**src/rtl/key_entry_conditioner_if.sv**
```systemverilog
// Key-entry bundle: raw button/switch inputs and conditioned strobe/digit outputs.
interface key_entry_conditioner_if;
  logic [3:0] btn_raw;
  logic [3:0] sw_raw;
  logic [3:0] enable_pulse;
  logic [3:0] digit_out;
  logic       key_held;
  logic       multi_press;

  modport master (
    output btn_raw, sw_raw,
    input  enable_pulse, digit_out, key_held, multi_press
  );

  modport slave (
    input  btn_raw, sw_raw,
    output enable_pulse, digit_out, key_held, multi_press
  );
endinterface

```
**src/rtl/key_entry_conditioner.sv**
```systemverilog
// Key-entry front end: synchronises the four digit buttons and switch bank,
// debounces the buttons, and emits one single-cycle strobe per accepted press
// with the switch value captured alongside it.
module key_entry_conditioner #(
  parameter int unsigned DEBOUNCE_CYCLES = 500000,
  parameter int unsigned CNT_W           = 19
) (
  input  logic                    clk,
  input  logic                    rst,
  key_entry_conditioner_if.slave  kb
);

  if ((DEBOUNCE_CYCLES < 2) || ((64'd1 << CNT_W) <= 64'(DEBOUNCE_CYCLES))) begin : g_bad_params
    $error("key_entry_conditioner: need DEBOUNCE_CYCLES >= 2 and 2**CNT_W > DEBOUNCE_CYCLES");
  end

  localparam logic [CNT_W-1:0] CNT_LAST = CNT_W'(DEBOUNCE_CYCLES - 1);

  typedef enum logic {ST_IDLE, ST_HELD} state_t;

  logic [3:0]       r_btn_s1, r_btn_s2;
  logic [3:0]       r_sw_s1, r_sw_s2;
  logic [3:0]       r_db;
  logic [3:0]       w_db_next;
  logic [3:0]       w_rise;
  logic [CNT_W-1:0] r_cnt [4];

  state_t           r_state, w_state_next;
  logic [3:0]       r_pulse, w_pulse_next;
  logic [3:0]       r_digit, w_digit_next;
  logic             r_multi, w_multi_next;
  logic             r_held;

  // Two-flop synchronisers for buttons and switches
  always_ff @(posedge clk) begin
    if (rst) begin
      r_btn_s1 <= '0;
      r_btn_s2 <= '0;
      r_sw_s1  <= '0;
      r_sw_s2  <= '0;
    end else begin
      r_btn_s1 <= kb.btn_raw;
      r_btn_s2 <= r_btn_s1;
      r_sw_s1  <= kb.sw_raw;
      r_sw_s2  <= r_sw_s1;
    end
  end

  // Debounced level flips only when a disagreement has persisted to the terminal count
  always_comb begin
    w_db_next = r_db;
    for (int unsigned i = 0; i < 4; i++) begin
      if ((r_btn_s2[i] != r_db[i]) && (r_cnt[i] == CNT_LAST)) begin
        w_db_next[i] = r_btn_s2[i];
      end
    end
  end

  assign w_rise = w_db_next & ~r_db;

  // Per-button stability counters; any agreement or acceptance restarts from zero
  always_ff @(posedge clk) begin
    if (rst) begin
      r_db <= '0;
      for (int unsigned i = 0; i < 4; i++) begin
        r_cnt[i] <= '0;
      end
    end else begin
      r_db <= w_db_next;
      for (int unsigned i = 0; i < 4; i++) begin
        if ((r_btn_s2[i] == r_db[i]) || (r_cnt[i] == CNT_LAST)) begin
          r_cnt[i] <= '0;
        end else begin
          r_cnt[i] <= r_cnt[i] + CNT_W'(1);
        end
      end
    end
  end

  // Accept the lowest-index rise when idle; stay held until every button is released
  always_comb begin
    w_state_next = r_state;
    w_pulse_next = '0;
    w_multi_next = 1'b0;
    w_digit_next = r_digit;
    case (r_state)
      ST_IDLE: begin
        if (w_rise != '0) begin
          // x & -x isolates the lowest set bit; x & (x-1) is nonzero iff >1 bit set
          w_pulse_next = w_rise & (~w_rise + 4'd1);
          w_multi_next = ((w_rise & (w_rise - 4'd1)) != '0);
          w_digit_next = r_sw_s2;
          w_state_next = ST_HELD;
        end
      end
      ST_HELD: begin
        if (w_db_next == '0) begin
          w_state_next = ST_IDLE;
        end
      end
      default: w_state_next = ST_IDLE;
    endcase
  end

  // State and registered outputs
  always_ff @(posedge clk) begin
    if (rst) begin
      r_state <= ST_IDLE;
      r_pulse <= '0;
      r_digit <= '0;
      r_multi <= 1'b0;
      r_held  <= 1'b0;
    end else begin
      r_state <= w_state_next;
      r_pulse <= w_pulse_next;
      r_digit <= w_digit_next;
      r_multi <= w_multi_next;
      r_held  <= (w_state_next == ST_HELD);
    end
  end

  assign kb.enable_pulse = r_pulse;
  assign kb.digit_out    = r_digit;
  assign kb.key_held     = r_held;
  assign kb.multi_press  = r_multi;

endmodule

```
**src/flat_wrapper.sv**
```systemverilog
// flat-port wrapper written by rule: the top's interface ports become plain ports
module key_entry_conditioner_flat 
#(
  parameter int unsigned DEBOUNCE_CYCLES = 500000,
  parameter int unsigned CNT_W           = 19
)
  (clk, rst, kb_btn_raw, kb_sw_raw, kb_enable_pulse, kb_digit_out, kb_key_held, kb_multi_press);
  key_entry_conditioner_if kb_i ();
  input  logic clk;
  input  logic rst;
  input wire logic [$bits(kb_i.btn_raw)-1:0] kb_btn_raw;
  input wire logic [$bits(kb_i.sw_raw)-1:0] kb_sw_raw;
  output wire logic [$bits(kb_i.enable_pulse)-1:0] kb_enable_pulse;
  output wire logic [$bits(kb_i.digit_out)-1:0] kb_digit_out;
  output wire logic [$bits(kb_i.key_held)-1:0] kb_key_held;
  output wire logic [$bits(kb_i.multi_press)-1:0] kb_multi_press;
  assign kb_i.btn_raw = kb_btn_raw;
  assign kb_i.sw_raw = kb_sw_raw;
  assign kb_enable_pulse = kb_i.enable_pulse;
  assign kb_digit_out = kb_i.digit_out;
  assign kb_key_held = kb_i.key_held;
  assign kb_multi_press = kb_i.multi_press;
  key_entry_conditioner #(.DEBOUNCE_CYCLES(DEBOUNCE_CYCLES), .CNT_W(CNT_W)) u_core (.clk(clk), .rst(rst), .kb(kb_i));
endmodule
```
**config.mk**
```make
export PLATFORM = sky130hd
export DESIGN_NAME = key_entry_conditioner_flat
export DESIGN_NICKNAME = d
export VERILOG_FILES = /design/src/rtl/key_entry_conditioner_if.sv /design/src/rtl/key_entry_conditioner.sv /design/src/flat_wrapper.sv
export SDC_FILE = /design/constraint.sdc
export NUM_CORES = 1
export LEC_CHECK = 0
export ABC_AREA = 0
export BUFFER_PORTS_ARGS = -buffer_cell sky130_fd_sc_hd__buf_2
export CORE_MARGIN = 8
export CORE_UTILIZATION = 38
export DETAILED_ROUTE_END_ITERATION = 10
export PLACE_DENSITY = 0.56
export SLEW_MARGIN = 15
export SYNTH_ARGS = -nofsm -noshare
export SYNTH_HDL_FRONTEND = slang
export SYNTH_SLANG_ARGS = --single-unit
```
**constraint.sdc**
```tcl
create_clock -name clk -period 2.08 [get_ports clk]
set_input_delay 0.416 -clock clk [delete_from_list [all_inputs] [get_ports clk]]
set_output_delay 0.416 -clock clk [all_outputs]
set_load 0.1 [all_outputs]
```
==> metrics.md <==
| Metric | Value |
|---|---|
| PwrDens | `655 mW/mm²` |
| Tmin final | `between 2 and 2.5 ns` |
| Final Max Slew Viols | `0` |
| Post-synth cell types | `42` |
| Die Area | `between 0.015 and 0.02 mm²` |
| Chip width | `132 µm` |
| Failing checks | `setup timing` |
| Initial Util | `slightly below 40%` |
| CP Capture Type | `flop` |
| Post-synth top cells | `84 x nor2_1, 76 x edfxtp_1, 39 x xor2_1` |
| Synth Area in Adders | `1.17%` |
| Buffers & Inverters on Critical Path | `2` |
| First-pass GRT wire length | `about 16,000 µm` |
| Avg Inst Size Synth | `10.7 µm²` |
| WL/cell | `approximately 12 µm` |
| YS warnings | `0` |
| Compound-Gate Fraction of Synth Area | `3.23%` |
| Register area share after synthesis | `56.3%` |
| CP startpoint kind | `flop` |
| Mapped Cells | `478` |
| RSZ-0062 raised after global routing | `true` |
| Grt total ovfl | `0` |
| Die span in y | `132 µm` |
| Clock Skews | `0.00753 ns` |
| Layout cell share with drive strength beyond 1 | `18.4%` |
| H-tree Lvls | `3` |
| Crit path required time | `2.31 ns` |
| Post-synthesis cell area | `0.00512 mm²` |
| Slew @ Worst Pin | `around 0.5 ns` |
| Synth area leader | `edfxtp_1` |
| Vias in the first global route | `3,555` |
| Crit path kind | `flop to flop` |
| Clock transition at path regs | `around 0.070 ns` |
| WP data arrival | `2.32 ns` |
| CTS tree | `yes` |
| Fin crit share | `100%` |
| I/O pins | `20` |
| Area Overhead vs Synth | `28.2%` |
| Min setup slack post-route | `-0.00657 ns` |
| Lkg Pwr | `2.54 nW` |
| Routability cong. | `0.780` |
| Routed Antenna Nets | `0` |
| Dpl ws | `-0.156 ns` |
| Layout Nets | `644` |
| Crit path max-delay cell type | `or3_4` |
| Post-synth EDFFs | `76` |
| Fmax | `479 MHz` |
| Sink Count | `106` |
| Max_slew headroom | `66.1%` |
| PortBufs | `19` |
| Mux cell area share after synthesis | `1.22%` |
| Outcome | `finished, violations left` |
| HP Class | `primary input to flop` |
| CP Cell Sequence | `buf_6 -> nand4b_1 -> or3_4 -> nor4_4 -> buf_4 -> mux2_4 -> o31ai_2 -> a21oi_1` |
| DR vias/cell | `around 4.6` |
| Diodes inserted | `0` |
| Detailed Place HPWL | `slightly below 7000 µm` |
| Max Cap Viol | `0` |
| Worst IR Drop VDD | `0.421 mV` |
| DR pass1 iterations | `4` |
| #FFs+latches synth | `106` |
| Clock root cell | `clkbuf_16` |
| CP Max Fanout | `3` |
| Routed vias | `around 3,800` |
| Final WL | `9680 µm` |
| Fraction of registers with async set/reset | `0%` |
| Final setup viols | `1` |
| Area share of the leading cell type in the synthesized netlist | `44.6%` |
| Drt initial violations | `258` |
| Finished Core Util | `about 50%` |
| Core ar. | `0.0132 mm²` |
| DRC Markers | `0` |
| Slowest Stage Delay on Critical Path | `0.43 ns` |
| Clk_lat worst skew | `roughly 0.34 ns` |
| Largest net degree at the start of global routing | `22` |
| Initial antenna violation count | `0` |
| All-Layer GR Usage | `between 10% and 20%` |
| CTS max path bufs | `2` |
| Placement Rows | `42` |
| Synth Area in XOR/XNOR | `a little over a tenth` |
| Hold_buf cts | `0` |
| Fill cells | `approximately 1,200` |
| Synth Area in Simple Gates | `25.6%` |
| Top FF cell, synth | `edfxtp_1` |
| Fin. Hold Viols | `0` |
| Largest delay share family, worst path | `simple AND/OR/NAND/NOR gates` |
| Largest family of logic cells by synthesized area | `simple AND/OR/NAND/NOR gates` |
| Count leader, synth | `nor2_1` |
| Inserted Clock Buffers | `9` |
| Top post-synthesis cells by area | `edfxtp_1 45%, dfxtp_1 12%, xor2_1 6.7%` |
-- through the flow --
step / instances / hold slack [ns] / setup TNS, ns / cell area [µm²] / power (mW)
after floorplan: 553 / 0.414 / 0 / 5400 / 2.57
after global placement: 783 / 0.420 / -0.600 / 6050 / 2.65
after detailed placement: 783 / 0.423 / -1.26 / 6050 / 2.66
after CTS: 801 / 0.267 / 0 / 6410 / 4.34
after global routing: 811 / 0.276 / -1.15 / 6560 / 4.48
final: 811 / 0.280 / -0.00657 / 6560 / 4.30
-- power breakdown --
part           internal [mW]  switching [mW]  leakage [nW]  total (mW)
clock network          0.941           0.727         0.153        1.67
logic                  0.113           0.117          1.36       0.230
registers               2.34          0.0646          1.03        2.40
-- worst paths after layout --
kind / startpoint / endpoint / slack, ns / cells after the start
min: kb_sw_raw[0] / u_core.r_sw_s1[0] / 0.28 / 2
max reg2reg: u_core.r_cnt[1][17] / u_core.r_state / -0.007 / 8
max: u_core.r_cnt[1][17] / u_core.r_state / -0.007 / 8
min reg2reg: u_core.r_sw_s1[2] / u_core.r_sw_s2[2] / 0.44 / 1
-- area by class of cell --
| cell class | instances | area, µm² | area share (%) |
|---|---|---|---|
| clock buffer | 13 | 282 | 4.29 |
| clock inverter | 3 | 12.5 | 0.191 |
| inverter | 6 | 22.5 | 0.343 |
| multi-input combinational | 428 | 2550 | 38.9 |
| sequential | 106 | 2880 | 43.9 |
| tap | 176 | 220 | 3.36 |
| timing repair buffer | 79 | 591 | 9.00 |
-- worst register-to-register path: cells and delay by family (launching register included) --
family / cells / cell delay, ns
AND/OR/NAND/NOR: 3 / 0.78
flip-flops: 1 / 0.37
multiplexers: 1 / 0.30
buffers and inverters: 2 / 0.27
AO/OA/AOI/OAI: 2 / 0.25
-- sequential cells by signal, summed over array words and instances, names as in the netlist --
signal,flops
u_core.r_cnt,76
u_core.kb.digit_out,4
u_core.kb.enable_pulse,4
u_core.r_btn_s1,4
u_core.r_btn_s2,4
u_core.r_db,4
u_core.r_sw_s1,4
u_core.r_sw_s2,4
u_core.kb.multi_press,1
u_core.r_state,1
-- repair_timing --
item,CTS,global route
setup endpoints to repair,25,32
gates resized for setup,9,16
setup buffers,2,10
pin swaps,6,16
-- layer usage --
| metal | wire (µm) | GRT usage, % | vias to the layer above |
|---|---|---|---|
| met3 | 319 | 2.59 | 14 |
| met2 | 4420 | 17.5 | 38 |
| met4 | 176 | 5.36 | 0 |
| met5 | 0 | 0 | - |
| li1 | - | - | 1938 |
| met1 | 4770 | 14.5 | 1770 |
-- cells by family (layout without fill, tap and decap cells) --
logic type,after synthesis,count (layout)
multiplexers,6,6
AND/OR/NAND/NOR,250,250
XOR/XNOR,62,62
other,1,76
buffers and inverters,19,101
AO/OA/AOI/OAI,29,29
adder cells (fa/ha/maj),5,5
flip-flops,106,106
-- cells in the final DEF (no fill, tap or decap), types with 10 or more instances in the layout --
master     instances
nor2_1            84
edfxtp_1          76
conb_1            76
buf_4             55
xor2_1            39
nand2_1           31
dfxtp_1           30
nand3_1           28
xnor2_1           23
nor2b_1           20
buf_2             19
nand4_1           17
and3_1            14
a21oi_1           14
or3_1             12
o21ai_0           10
clkbuf_16         10
Power figures use the tool's default switching activity.
